==> src/rtl/clk_div_select.sv <==
// clk_div_select: glitch-free /2, /4, /8, /16 divided clock generated on CLK.
// Ratio changes use a valid/ready handshake and are applied only where clk_out
// falls, which closes a full output period.
// Build option: define CLK_DIV_SELECT_PULSE_EN to build the rise/fall pulse
// flops; otherwise rise_pulse and fall_pulse are tied to 0.
module clk_div_select #(
    parameter logic [1:0] RESET_DIV = 2'd0
) (
    input  logic       CLK,
    input  logic       reset,
    input  logic [1:0] div_sel,
    input  logic       sel_valid,
    output logic       sel_ready,
    output logic       sel_done,
    output logic [1:0] active_div,
    output logic       clk_out,
    output logic       rise_pulse,
    output logic       fall_pulse
);

    localparam int unsigned CNT_W = 3;
    localparam int unsigned DIV_W = 2;

    typedef enum logic {
        ST_IDLE = 1'b0,
        ST_PEND = 1'b1
    } hs_state_t;

    hs_state_t        r_state;
    hs_state_t        w_state_nxt;
    logic [CNT_W-1:0] r_cnt;
    logic [CNT_W-1:0] w_cnt_nxt;
    logic [CNT_W-1:0] w_half_max;
    logic [DIV_W-1:0] r_active_div;
    logic [DIV_W-1:0] w_active_nxt;
    logic [DIV_W-1:0] r_pend_div;
    logic [DIV_W-1:0] w_pend_nxt;
    logic             r_clk_out;
    logic             w_clk_nxt;
    logic             r_sel_done;
    logic             w_done_nxt;
    logic             w_toggle;
    logic             w_apply;

    // Terminal count of a half-period for the ratio currently in effect
    always_comb begin
        w_half_max = '0;
        case (r_active_div)
            2'd0:    w_half_max = CNT_W'(0);
            2'd1:    w_half_max = CNT_W'(1);
            2'd2:    w_half_max = CNT_W'(3);
            default: w_half_max = CNT_W'(7);
        endcase
    end

    // Next-state: half-period counter, clock level and request handshake
    always_comb begin
        w_toggle     = (r_cnt == w_half_max);
        w_apply      = w_toggle && r_clk_out && (r_state == ST_PEND);
        w_state_nxt  = r_state;
        w_pend_nxt   = r_pend_div;
        w_active_nxt = r_active_div;
        w_done_nxt   = 1'b0;
        w_cnt_nxt    = w_toggle ? '0 : CNT_W'(r_cnt + CNT_W'(1));
        w_clk_nxt    = w_toggle ? ~r_clk_out : r_clk_out;

        case (r_state)
            ST_IDLE: begin
                // Accepting on a falling edge only arms the request; it is
                // applied at the following fall.
                if (sel_valid) begin
                    w_state_nxt = ST_PEND;
                    w_pend_nxt  = div_sel;
                end
            end
            ST_PEND: begin
                if (w_apply) begin
                    w_state_nxt  = ST_IDLE;
                    w_active_nxt = r_pend_div;
                    w_done_nxt   = 1'b1;
                end
            end
            default: w_state_nxt = ST_IDLE;
        endcase
    end

    // State and datapath registers
    always_ff @(posedge CLK or posedge reset) begin
        if (reset) begin
            r_state      <= ST_IDLE;
            r_cnt        <= '0;
            r_clk_out    <= 1'b0;
            r_active_div <= RESET_DIV;
            r_pend_div   <= '0;
            r_sel_done   <= 1'b0;
        end else begin
            r_state      <= w_state_nxt;
            r_cnt        <= w_cnt_nxt;
            r_clk_out    <= w_clk_nxt;
            r_active_div <= w_active_nxt;
            r_pend_div   <= w_pend_nxt;
            r_sel_done   <= w_done_nxt;
        end
    end

`ifdef CLK_DIV_SELECT_PULSE_EN
    logic r_rise_pulse;
    logic r_fall_pulse;

    // Edge pulses registered alongside clk_out so they align with its new level
    always_ff @(posedge CLK or posedge reset) begin
        if (reset) begin
            r_rise_pulse <= 1'b0;
            r_fall_pulse <= 1'b0;
        end else begin
            r_rise_pulse <= w_toggle && !r_clk_out;
            r_fall_pulse <= w_toggle && r_clk_out;
        end
    end

    assign rise_pulse = r_rise_pulse;
    assign fall_pulse = r_fall_pulse;
`else
    assign rise_pulse = 1'b0;
    assign fall_pulse = 1'b0;
`endif

    assign sel_ready  = (r_state == ST_IDLE);
    assign sel_done   = r_sel_done;
    assign active_div = r_active_div;
    assign clk_out    = r_clk_out;

endmodule

==> config.mk <==
export PLATFORM = sky130hd
export DESIGN_NAME = clk_div_select
export DESIGN_NICKNAME = d
export VERILOG_FILES = /design/src/rtl/clk_div_select.sv
export SDC_FILE = /design/constraint.sdc
export NUM_CORES = 1
export LEC_CHECK = 0
export ABC_AREA = 1
export ABC_CLOCK_PERIOD_IN_PS = 1700
export CAP_MARGIN = 20
export CELL_PAD_IN_SITES_DETAIL_PLACEMENT = 0
export CELL_PAD_IN_SITES_GLOBAL_PLACEMENT = 1
export CORE_AREA = 2 2 41 43
export CTS_CLUSTER_DIAMETER = 30
export CTS_CLUSTER_SIZE = 25
export DETAILED_ROUTE_END_ITERATION = 12
export DIE_AREA = 0 0 43 45
export PLACE_DENSITY = 0.81
export SETUP_SLACK_MARGIN = 0.5
export SLEW_MARGIN = 20
export SYNTH_ARGS = -nofsm -noshare
export SYNTH_HDL_FRONTEND = slang
export SYNTH_SLANG_ARGS = --single-unit
==> constraint.sdc <==
create_clock -name CLK -period 1.7 [get_ports CLK]
set_input_delay 0.34 -clock CLK [delete_from_list [all_inputs] [get_ports CLK]]
set_output_delay 0.34 -clock CLK [all_outputs]
set_load 0.01 [all_outputs]
==> metrics.md, run 1 <==
| Metric | Value |
|---|---|
| Internal | `769.2 uW` |
| Switching Power | `493.6 uW` |
| Largest stage delay, worst path | `0.41 ns` |
| Total Neg Setup Slack | `0 ns` |
| Initial DRC count | `9` |
| Crit path max-delay family | `flip-flops` |
| Layout Skew | `0.0003221 ns` |
| Critical Path Start Type | `flop` |
| Fin nets | `79` |
| Crit end category | `primary output` |
| Syn Std Cell Area | `488.0 um^2` |
| Maximum root-to-sink buffer count | `2` |
| Number of global-route vias before repair | `314` |
| Cell Chain, Critical Path | `buf_4 -> buf_2` |
| Kind of critical path | `flop to primary output` |
| Area leader, netlist | `dfrtp_1` |
| Share of cells above drive strength 1 | `27.78%` |
| Clk_lat worst skew | `0.26 ns` |
| Yosys warns | `0` |
| Die area | `0.001935 mm^2` |
| First-pass GRT wire length | `1317 um` |
| Final min period | `1.267 ns` |
| Total gr overflow | `0` |
| DR WL/cell | `10.23 um` |
| Global routing usage on met2 | `14.55%` |
| Run status | `completed` |
| Synth Register Bits | `10` |
| Synth cell count leaders | `nand2_1 (12), dfrtp_1 (10), nor2_1 (9), inv_1 (8), nand4_1 (3)` |
| Initial antenna violation count | `0` |
| Routed Antenna Nets | `0` |
| Sequential share of the synthesized area | `51.28%` |
| Unique masters post-synth | `15` |
| Max Clock Freq | `789.6 MHz` |
| Die Wd | `43 um` |
| Worst hold path type | `input port to asynchronous set/reset pin` |
| Syn avg cell area | `8.872 um^2` |
| Synth top area share | `51.28%` |
| Most congested layer reported by global routing | `met2` |
| Filler cells | `166` |
| ANT cells | `0` |
| Std cell rows | `14` |
| Core area | `0.001471 mm^2` |
| Post-Place Cells | `79` |
| Share of async-settable or async-resettable flops after synthesis | `100.0%` |
| Clock power frac | `16.4%` |
| Area Growth Syn to Fin | `31.79%` |
| Largest net degree at the start of global routing | `11` |
| Area of the multi-input gates | `198.9 um^2` |
| Main flop type after synthesis | `dfrtp_1` |
| Setup WS pre-CTS | `0.3367 ns` |
| Gate power share | `49.7%` |
| Pins Over Slew Limit | `0` |
| DR vias | `401` |
| Crit path arrival time | `0.93 ns` |
| Tot GR Track Use | `9.779%` |
| Maximum VDD drop | `0.6887 mV` |
| CP required | `1.36 ns` |
| Reg clk slew, reported paths | `0.06 ns` |
| Final worst slack | `0.4335 ns` |
| Final Hold Fails | `0` |
| Setup-failing EPs final | `0` |
| Fin cells | `88` |
| DP HPWL | `644.8 um` |
| RSZ-0062 raised after global routing | `yes` |
| CTS Sinks | `10` |
| CTS Buf Count | `3` |
| Met1 GRT Util | `12.37%` |
| Slowest-stage cell, CP | `dfrtp_2` |
| CTS tree | `done` |
| Sw Ratio | `39.09%` |
| Chip height | `45 um` |
| Total power divided by cell area | `1964 mW/mm^2` |
| Final core occ | `43.71%` |
| Post-Synthesis Cells | `55` |
| Reg area | `251.5 um^2` |
| CP Max Fanout | `2` |
| H-tree levels | `1` |
| Hold WS | `0.3550 ns` |
| Clock root buffer | `clkbuf_4` |
| Max-cap viol count | `0` |
| Drt first pass iters | `4` |
| Post-CTS Hold Buffers | `0` |
| Lkg Pwr | `0.0003545 uW` |
| Routability Congestion | `0.7505` |
| DRC | `0` |
| Post-synth EDFFs | `0` |
| Via density | `4.557` |
| Port bufs | `9` |
| Number of buffers and inverters on the critical path | `2` |
| Fin crit share | `74.50%` |
| Initial Util | `33.16%` |
| Most frequent cell after synthesis | `nand2_1` |
| # IOs | `12` |
| GR Util met3 | `2.400%` |
| Largest cells by area after synthesis | `dfrtp_1 (51%), nand2_1 (9.2%), nor2_1 (6.9%), inv_1 (6.2%), mux2_2 (4.6%)` |
| Reg power frac | `33.9%` |
| Final wirelength | `900 um` |
==> flip-flops by register name (all words and copies together) (netlist names) <==
name	flops
r_pend_div	2
r_state	1
sel_done	1
clk_out	1
r_cnt	3
active_div	2
==> layout make-up <==
cell class	instances	area share, %
flip-flops and latches	10	39.11
multi-input cells	36	30.93
repair buffers	14	16.54
clock buffers	4	5.642
inverters	8	4.669
well taps	16	3.113
==> cell usage in the layout, fill, tap and decap left out, drive strengths merged <==
cell type / instances
buf: 9
clkbuf: 5
clkdlybuf4s50: 4
conb: 2
dfrtp: 10
ha: 1
inv: 8
mux2: 2
nand2: 12
nand3: 3
nand4: 3
nor2: 10
o21bai: 1
xnor2: 1
xor2: 1
==> final timing paths <==
kind / start / to / slack, ns / cells after the start
max in group asynchronous: reset / active_div[1] / 1.05 / 2
worst min register to register: r_pend_div[0] / r_pend_div[0] / 0.51 / 1
worst min-delay path: reset / clk_out / 0.36 / 2
min in group CLK: r_pend_div[0] / r_pend_div[0] / 0.51 / 1
worst max-delay path: active_div[1] / active_div[1] / 0.43 / 2
worst max register to register: active_div[1] / active_div[0] / 0.46 / 6
==> routing by layer <==
| layer | part of all wire, % | wire, um |
|---|---|---|
| met1 | 45 | 408 |
| met2 | 48 | 432 |
| met3 | 5.4 | 49 |
| met4 | 1.0 | 9 |
| met5 | 0 | 0 |
==> through the flow <==
stage	area, um^2	power (uW)
global route	643.1	1377
global placement	586.8	1012
floorplan	491.7	825.4
CTS	640.6	1259
finish	643.1	1263
detailed placement	586.8	1022
==> cells by family (layout without fill, tap and decap cells) <==
family	count (synthesis)	after routing	share of synthesized area (%)
adders and majority gates	1	1	2.564
xor gates and xnor gates	2	2	3.590
DFF	10	10	51.28
and+or+nand+nor	28	28	26.41
other	1	2	0.7685
buffers and inverters	10	26	9.230
AOI/OAI and AO/OA	1	1	1.539
muxes	2	2	4.615
==> power by group through the flow <==
stage	Sequential [uW]	Combinational, uW	Clock, uW
3_3_place_gp	467	545	0
2_1_floorplan	468	357	0
4_1_cts	428	619	213
6_report	428	627	208
3_5_place_dp	471	552	0
5_1_grt	439	710	228
==> timing repair <==
| action | in CTS | in global routing |
|---|---|---|
| endpoints found under the setup margin | 5 | 11 |
| gates resized for setup | 18 | 4 |
| pin swaps | 0 | 1 |
| endpoints found under the hold margin | 0 | 0 |
| buffers inserted | 4 | 1 |
==> worst reg2reg max path: stages, from the launching register on <==
cell and delay [ns]:
dfrtp_2 0.41, buf_6 0.13, o21bai_1 0.14, nand3_1 0.12, nor2_4 0.19, nand4_1 0.11
nand2_1 0.08
Note: power is estimated with default switching activity, not from simulation.
==> inputs of run 2 (changes only) <==
Settings changed: ABC_CLOCK_PERIOD_IN_PS 1700 to 1300, CORE_AREA 2 2 41 43 to 2 2 42 44, DIE_AREA 0 0 43 45 to 0 0 44 46, PLACE_DENSITY 0.81 to 0.78.
Clock period 1.7 ns to 1.3 ns, I/O delays scaled along.
==> metrics.md, run 2 (same netlist as run 1, synthesis figures left out) <==
| Metric | Value |
|---|---|
| H-tree levels | `1` |
| Std cell rows | `15` |
| Filler cells | `167` |
| Total gr overflow | `0` |
| Run status | `completed` |
| Pins Over Slew Limit | `0` |
| Layout Skew | `0.006802 ns` |
| Final instance area | `675.6 um^2` |
| Post-CTS Hold Buffers | `0` |
| Final Hold Fails | `0` |
| Critical Path Start Type | `flop` |
| CTS Sinks | `10` |
| Initial antenna violation count | `0` |
| Reg clk slew, reported paths | `0.06 ns` |
| Final min period | `1.206 ns` |
| Share of cells above drive strength 1 | `30.14%` |
| Maximum VDD drop | `0.9797 mV` |
| # IOs | `12` |
| CP Max Fanout | `7` |
| CTS tree | `done` |
| Via density | `4.444` |
| Clk_lat worst skew | `0.26 ns` |
| Hold WS | `0.2636 ns` |
| Total power divided by cell area | `2500 mW/mm^2` |
| Clock root buffer | `clkbuf_4` |
| Final core occ | `41.86%` |
| Die area | `0.002024 mm^2` |
| Most frequent cells in the layout | `nand2_1 (11), nor2_1 (9), dfrtp_1 (9)` |
| FF-to-FF Start | `active_div[1]` |
| Largest register FFs | `3` |
| Lkg Pwr | `0.0003702 uW` |
| Fin crit share | `92.80%` |
| Setup-failing EPs final | `0` |
| Number of global-route vias before repair | `352` |
| Core area | `0.001614 mm^2` |
| Initial Util | `30.23%` |
| ANT cells | `0` |
| CTS Buf Count | `3` |
| Drt first pass iters | `4` |
| Initial DRC count | `2` |
| Max-cap viol count | `0` |
| Largest net degree at the start of global routing | `11` |
| Area Growth Syn to Fin | `38.46%` |
| Fin nets | `80` |
| Crit path arrival time | `1.34 ns` |
| Reg2reg end | `clk_out` |
| Max Clock Freq | `828.9 MHz` |
| Final wirelength | `854 um` |
| Area of the multi-input gates | `211.5 um^2` |
| Crit end category | `flop` |
| CP required | `1.44 ns` |
| Worst hold path type | `input port to asynchronous set/reset pin` |
| DP Area | `604.3 um^2` |
| DP HPWL | `603.9 um` |
| DRC | `0` |
| Reg area | `251.5 um^2` |
| Total Neg Setup Slack | `0 ns` |
| Kind of critical path | `flop to flop` |
| Reg with most FFs | `r_cnt` |
| Die Wd | `44 um` |
| R2R Setup Slk | `0.09 ns` |
| RSZ-0062 raised after global routing | `yes` |
| Routed Antenna Nets | `0` |
| Chip height | `46 um` |
| Routability Congestion | `0.7608` |
| Commonest non-fill, non-tap cell in the layout | `nand2_1` |
| Tot GR Track Use | `9.809%` |
| Maximum root-to-sink buffer count | `2` |
| DR vias | `400` |
| R2R cell count | `6` |
| Port bufs | `9` |
| First-pass GRT wire length | `1421 um` |
| DR WL/cell | `9.489 um` |
-- run 2: changes by cell type in the layout (fill, tap and decap cells not counted), sizes merged --
cell and change:
dlygate4sd2 +1, buf +2, clkdlybuf4s50 -1, clkbuf -1
-- run 2: report_power, final --
part           leakage (uW)  internal, uW  switching [uW]  total [uW]
Combinational      0.000235           455             457         912
Clock             0.0000150           118            97.3         215
Sequential         0.000120           466            95.5         562
Total              0.000370          1040             650        1690
-- run 2: through the flow --
step           std cells  worst slack [ns]  total power, uW
2_1_floorplan         56            0.2419             1081
3_3_place_gp          82           0.06554             1358
3_5_place_dp          82           0.04775             1361
4_1_cts               89           0.06621             1628
5_1_grt               90         -0.007321             1848
6_report              90           0.09361             1689
-- run 2: critical path, cell delays in order (launching register included) --
cell,delay [ns]
dfrtp_2,0.41
buf_6,0.13
nor2_1,0.13
nand2_1,0.10
nand3_2,0.10
nor2_4,0.06
xor2_1,0.15
-- run 2: per-layer routing --
metal  vias up  part of all wire, %  track usage (%)
met5         -                    0                0
met4         0                 0.70            7.273
met3         2                  4.0            2.381
met2         7                   51            15.88
met1       185                   44            11.19
li1        206                    -                -
-- run 2: how the worst max path moves through the flow --
stage,from,end,depth (start not counted)
after floorplan,active_div[1],r_state,6
after global placement,sel_valid,r_pend_div[1],3
after detailed placement,sel_valid,r_pend_div[1],3
after CTS,active_div[1],active_div[1],6
after global routing,active_div[0],clk_out,5
final,active_div[1],clk_out,6
-- run 2: layout make-up --
| cell class | count | share of cell area (%) |
|---|---|---|
| clock buffers | 4 | 3.889 |
| flip-flops and latches | 10 | 37.22 |
| multi-input cells | 36 | 31.30 |
| inverters | 8 | 4.444 |
| well taps | 17 | 3.148 |
| repair buffers | 15 | 20.00 |
-- run 2: timing repair --
action	CTS	global route
setup buffers	3	1
setup endpoints to repair	15	15
pin swaps	7	3
resized for setup	23	8
==> inputs of run 3 (changes only) <==
Settings changed: ABC_AREA 1 to 0, CORE_AREA 2 2 42 44 to 2 2 40 42, DIE_AREA 0 0 44 46 to 0 0 42 44, PLACE_DENSITY 0.78 to 0.77.
==> metrics.md, run 3 <==
| Metric | Value |
|---|---|
| Synth Register Bits | `10` |
| Reg clk slew, reported paths | `0.06 ns` |
| Clock root buffer | `clkbuf_4` |
| Chip height | `44 um` |
| Maximum root-to-sink buffer count | `2` |
| Most frequent cell after synthesis | `dfrtp_1` |
| Die Wd | `42 um` |
| Initial DRC count | `1` |
| Number of global-route vias before repair | `369` |
| Layout Skew | `0.001732 ns` |
| Std cell rows | `14` |
| Area Growth Syn to Fin | `70.96%` |
| Post-synth EDFFs | `0` |
| Via density | `4.277` |
| Run status | `finished, violations left` |
| ANT cells | `0` |
| Total Neg Setup Slack | `-0.5611 ns` |
| Worst hold path type | `input port to asynchronous set/reset pin` |
| Internal | `1358 uW` |
| Kind of critical path | `flop to flop` |
| Synth cell count leaders | `dfrtp_1 (10), nor2_1 (5)` |
| RSZ-0062 raised after global routing | `yes` |
| Final min period | `1.452 ns` |
| Initial antenna violation count | `0` |
| Reg with most FFs | `r_cnt` |
| Final core occ | `55.03%` |
| Total gr overflow | `0` |
| Maximum VDD drop | `0.9568 mV` |
| Port bufs | `9` |
| Share of async-settable or async-resettable flops after synthesis | `100.0%` |
| Hold WS | `0.2819 ns` |
| Drt first pass iters | `2` |
| Fin crit share | `111.7%` |
| CTS tree | `done` |
| Clk_lat worst skew | `0.26 ns` |
| # IOs | `12` |
| Largest register FFs | `3` |
| Routability Congestion | `0.6625` |
| CP Max Fanout | `4` |
| Gate power share | `60.9%` |
| Final wirelength | `958 um` |
| Yosys warns | `0` |
| H-tree levels | `1` |
| Die area | `0.001848 mm^2` |
| Fin nets | `75` |
| Sequential share of the synthesized area | `54.79%` |
| Area leader, netlist | `dfrtp_1` |
| CP required | `1.44 ns` |
| Clock power frac | `9.9%` |
| FF-to-FF Start | `active_div[0]` |
| CP startpoint | `active_div[0]` |
| Largest net degree at the start of global routing | `11` |
| Main flop type after synthesis | `dfrtp_1` |
| Cell Chain, Critical Path | `buf_6 -> xnor2_4 -> nand4_4 -> a21oi_4 -> mux2_4` |
| DP HPWL | `602 um` |
| Slowest-stage cell, CP | `dfrtp_1` |
| Sw Ratio | `34.02%` |
| CTS Sinks | `10` |
| Critical Path Start Type | `flop` |
| Final Hold Fails | `0` |
| Tot GR Track Use | `12.01%` |
| Most frequent cells in the layout | `buf_4 (15), dfrtp_1 (9), buf_6 (6)` |
| Switching Power | `700.2 uW` |
| DRC | `0` |
| Violated checks | `negative setup slack` |
| Initial Util | `32.19%` |
| Commonest non-fill, non-tap cell in the layout | `buf_4` |
| Syn avg cell area | `12.34 um^2` |
| Lkg Pwr | `0.0003866 uW` |
| Setup WS pre-CTS | `-0.1190 ns` |
| Share of cells above drive strength 1 | `59.70%` |
| Max-cap viol count | `0` |
| Crit path arrival time | `1.60 ns` |
| Setup-failing EPs final | `7` |
| Post-Synthesis Cells | `37` |
| First-pass GRT wire length | `1545 um` |
| DR WL/cell | `11.54 um` |
| Core area | `0.001419 mm^2` |
| Unique masters post-synth | `18` |
| Synth top area share | `54.79%` |
| Reg power frac | `29.2%` |
| Syn Std Cell Area | `456.7 um^2` |
| Final worst slack | `-0.1521 ns` |
| CTS Buf Count | `3` |
| Crit end category | `flop` |
| Largest stage delay, worst path | `0.40 ns` |
| Largest cells by area after synthesis | `dfrtp_1 (55%), mux2_4 (6.6%), mux2_1 (4.9%), nor2_1 (4.1%), xnor2_1 (3.8%)` |
| Total power divided by cell area | `2636 mW/mm^2` |
| Max Clock Freq | `688.6 MHz` |
| DR vias | `355` |
| Pins Over Slew Limit | `0` |
| Routed Antenna Nets | `0` |
[run 3: cell types whose count changed in the layout (fill, tap and decap cells not counted), sizes merged, moves of 2 or more]
| cell | previous run | this run |
|---|---|---|
| buf | 11 | 24 |
| inv | 8 | 2 |
| mux2 | 2 | 4 |
| nand2 | 12 | 2 |
| nand3 | 3 | 0 |
| nand4 | 3 | 1 |
| nor2 | 10 | 5 |
[run 3: what timing repair did]
item                       in CTS  in global routing
resized for setup              28                  5
pin swaps                       2                  4
hold buffers                    0                  0
buffers inserted                7                  2
setup endpoints to repair      15                 15
[run 3: kinds of logic after synthesis]
group | synth area share [%]
simple gates | 13.97
flops | 54.79
mux | 11.51
buf+inv | 4.931
xor+xnor | 5.754
compound gates | 5.481
fa+ha+maj | 2.739
other cells | 0.8211
[run 3: final timing paths]
kind                            slack (ns)            end  depth (start not counted)
worst max-delay path                 -0.15  active_div[0]                          5
worst min-delay path                  0.28  active_div[0]                          2
worst max register to register       -0.15  active_div[0]                          5
worst min register to register        0.51  active_div[1]                          1
max in group asynchronous             0.72       r_cnt[2]                          2
min in group CLK                      0.51  active_div[1]                          1
[run 3: area by class of cell]
class | count | area (um^2)
fillers | 139 | 638.1
flip-flops and latches | 10 | 251.5
multi-input cells | 24 | 244.0
repair buffers | 28 | 235.2
clock buffers | 3 | 22.52
well taps | 16 | 20.02
inverters | 2 | 7.507
[run 3: through the flow]
stage | total power [uW] | area (um^2) | cells
final | 2058 | 780.7 | 83
after global routing | 2199 | 780.7 | 83
after CTS | 1899 | 735.7 | 81
after detailed placement | 1497 | 645.6 | 71
after global placement | 1486 | 645.6 | 71
after floorplan | 1071 | 475.5 | 38
[run 3: power groups by stage]
stage	registers [uW]	clock network [uW]	logic, uW
floorplan	630	0	441
CTS	578	212	1110
finish	602	204	1250
global placement	589	0	897
global route	625	219	1360
detailed placement	592	0	905
[run 3: worst max-delay path, delay by kind of cell (launching register included)]
kind | cells | cell delay (ns)
buffers and inverters | 1 | 0.14
multiplexers | 1 | 0.32
flip-flops | 1 | 0.40
XOR/XNOR | 1 | 0.15
AND/OR/NAND/NOR | 1 | 0.13
AO/OA/AOI/OAI | 1 | 0.21
[run 3: layer usage]
layer | GRT usage [%] | vias to the layer above | routed length [um]
li1 | - | 176 | -
met1 | 12.83 | 167 | 365
met2 | 20.31 | 10 | 541
met3 | 2.917 | 2 | 43
met4 | 9.677 | 0 | 8
met5 | 0 | - | 0
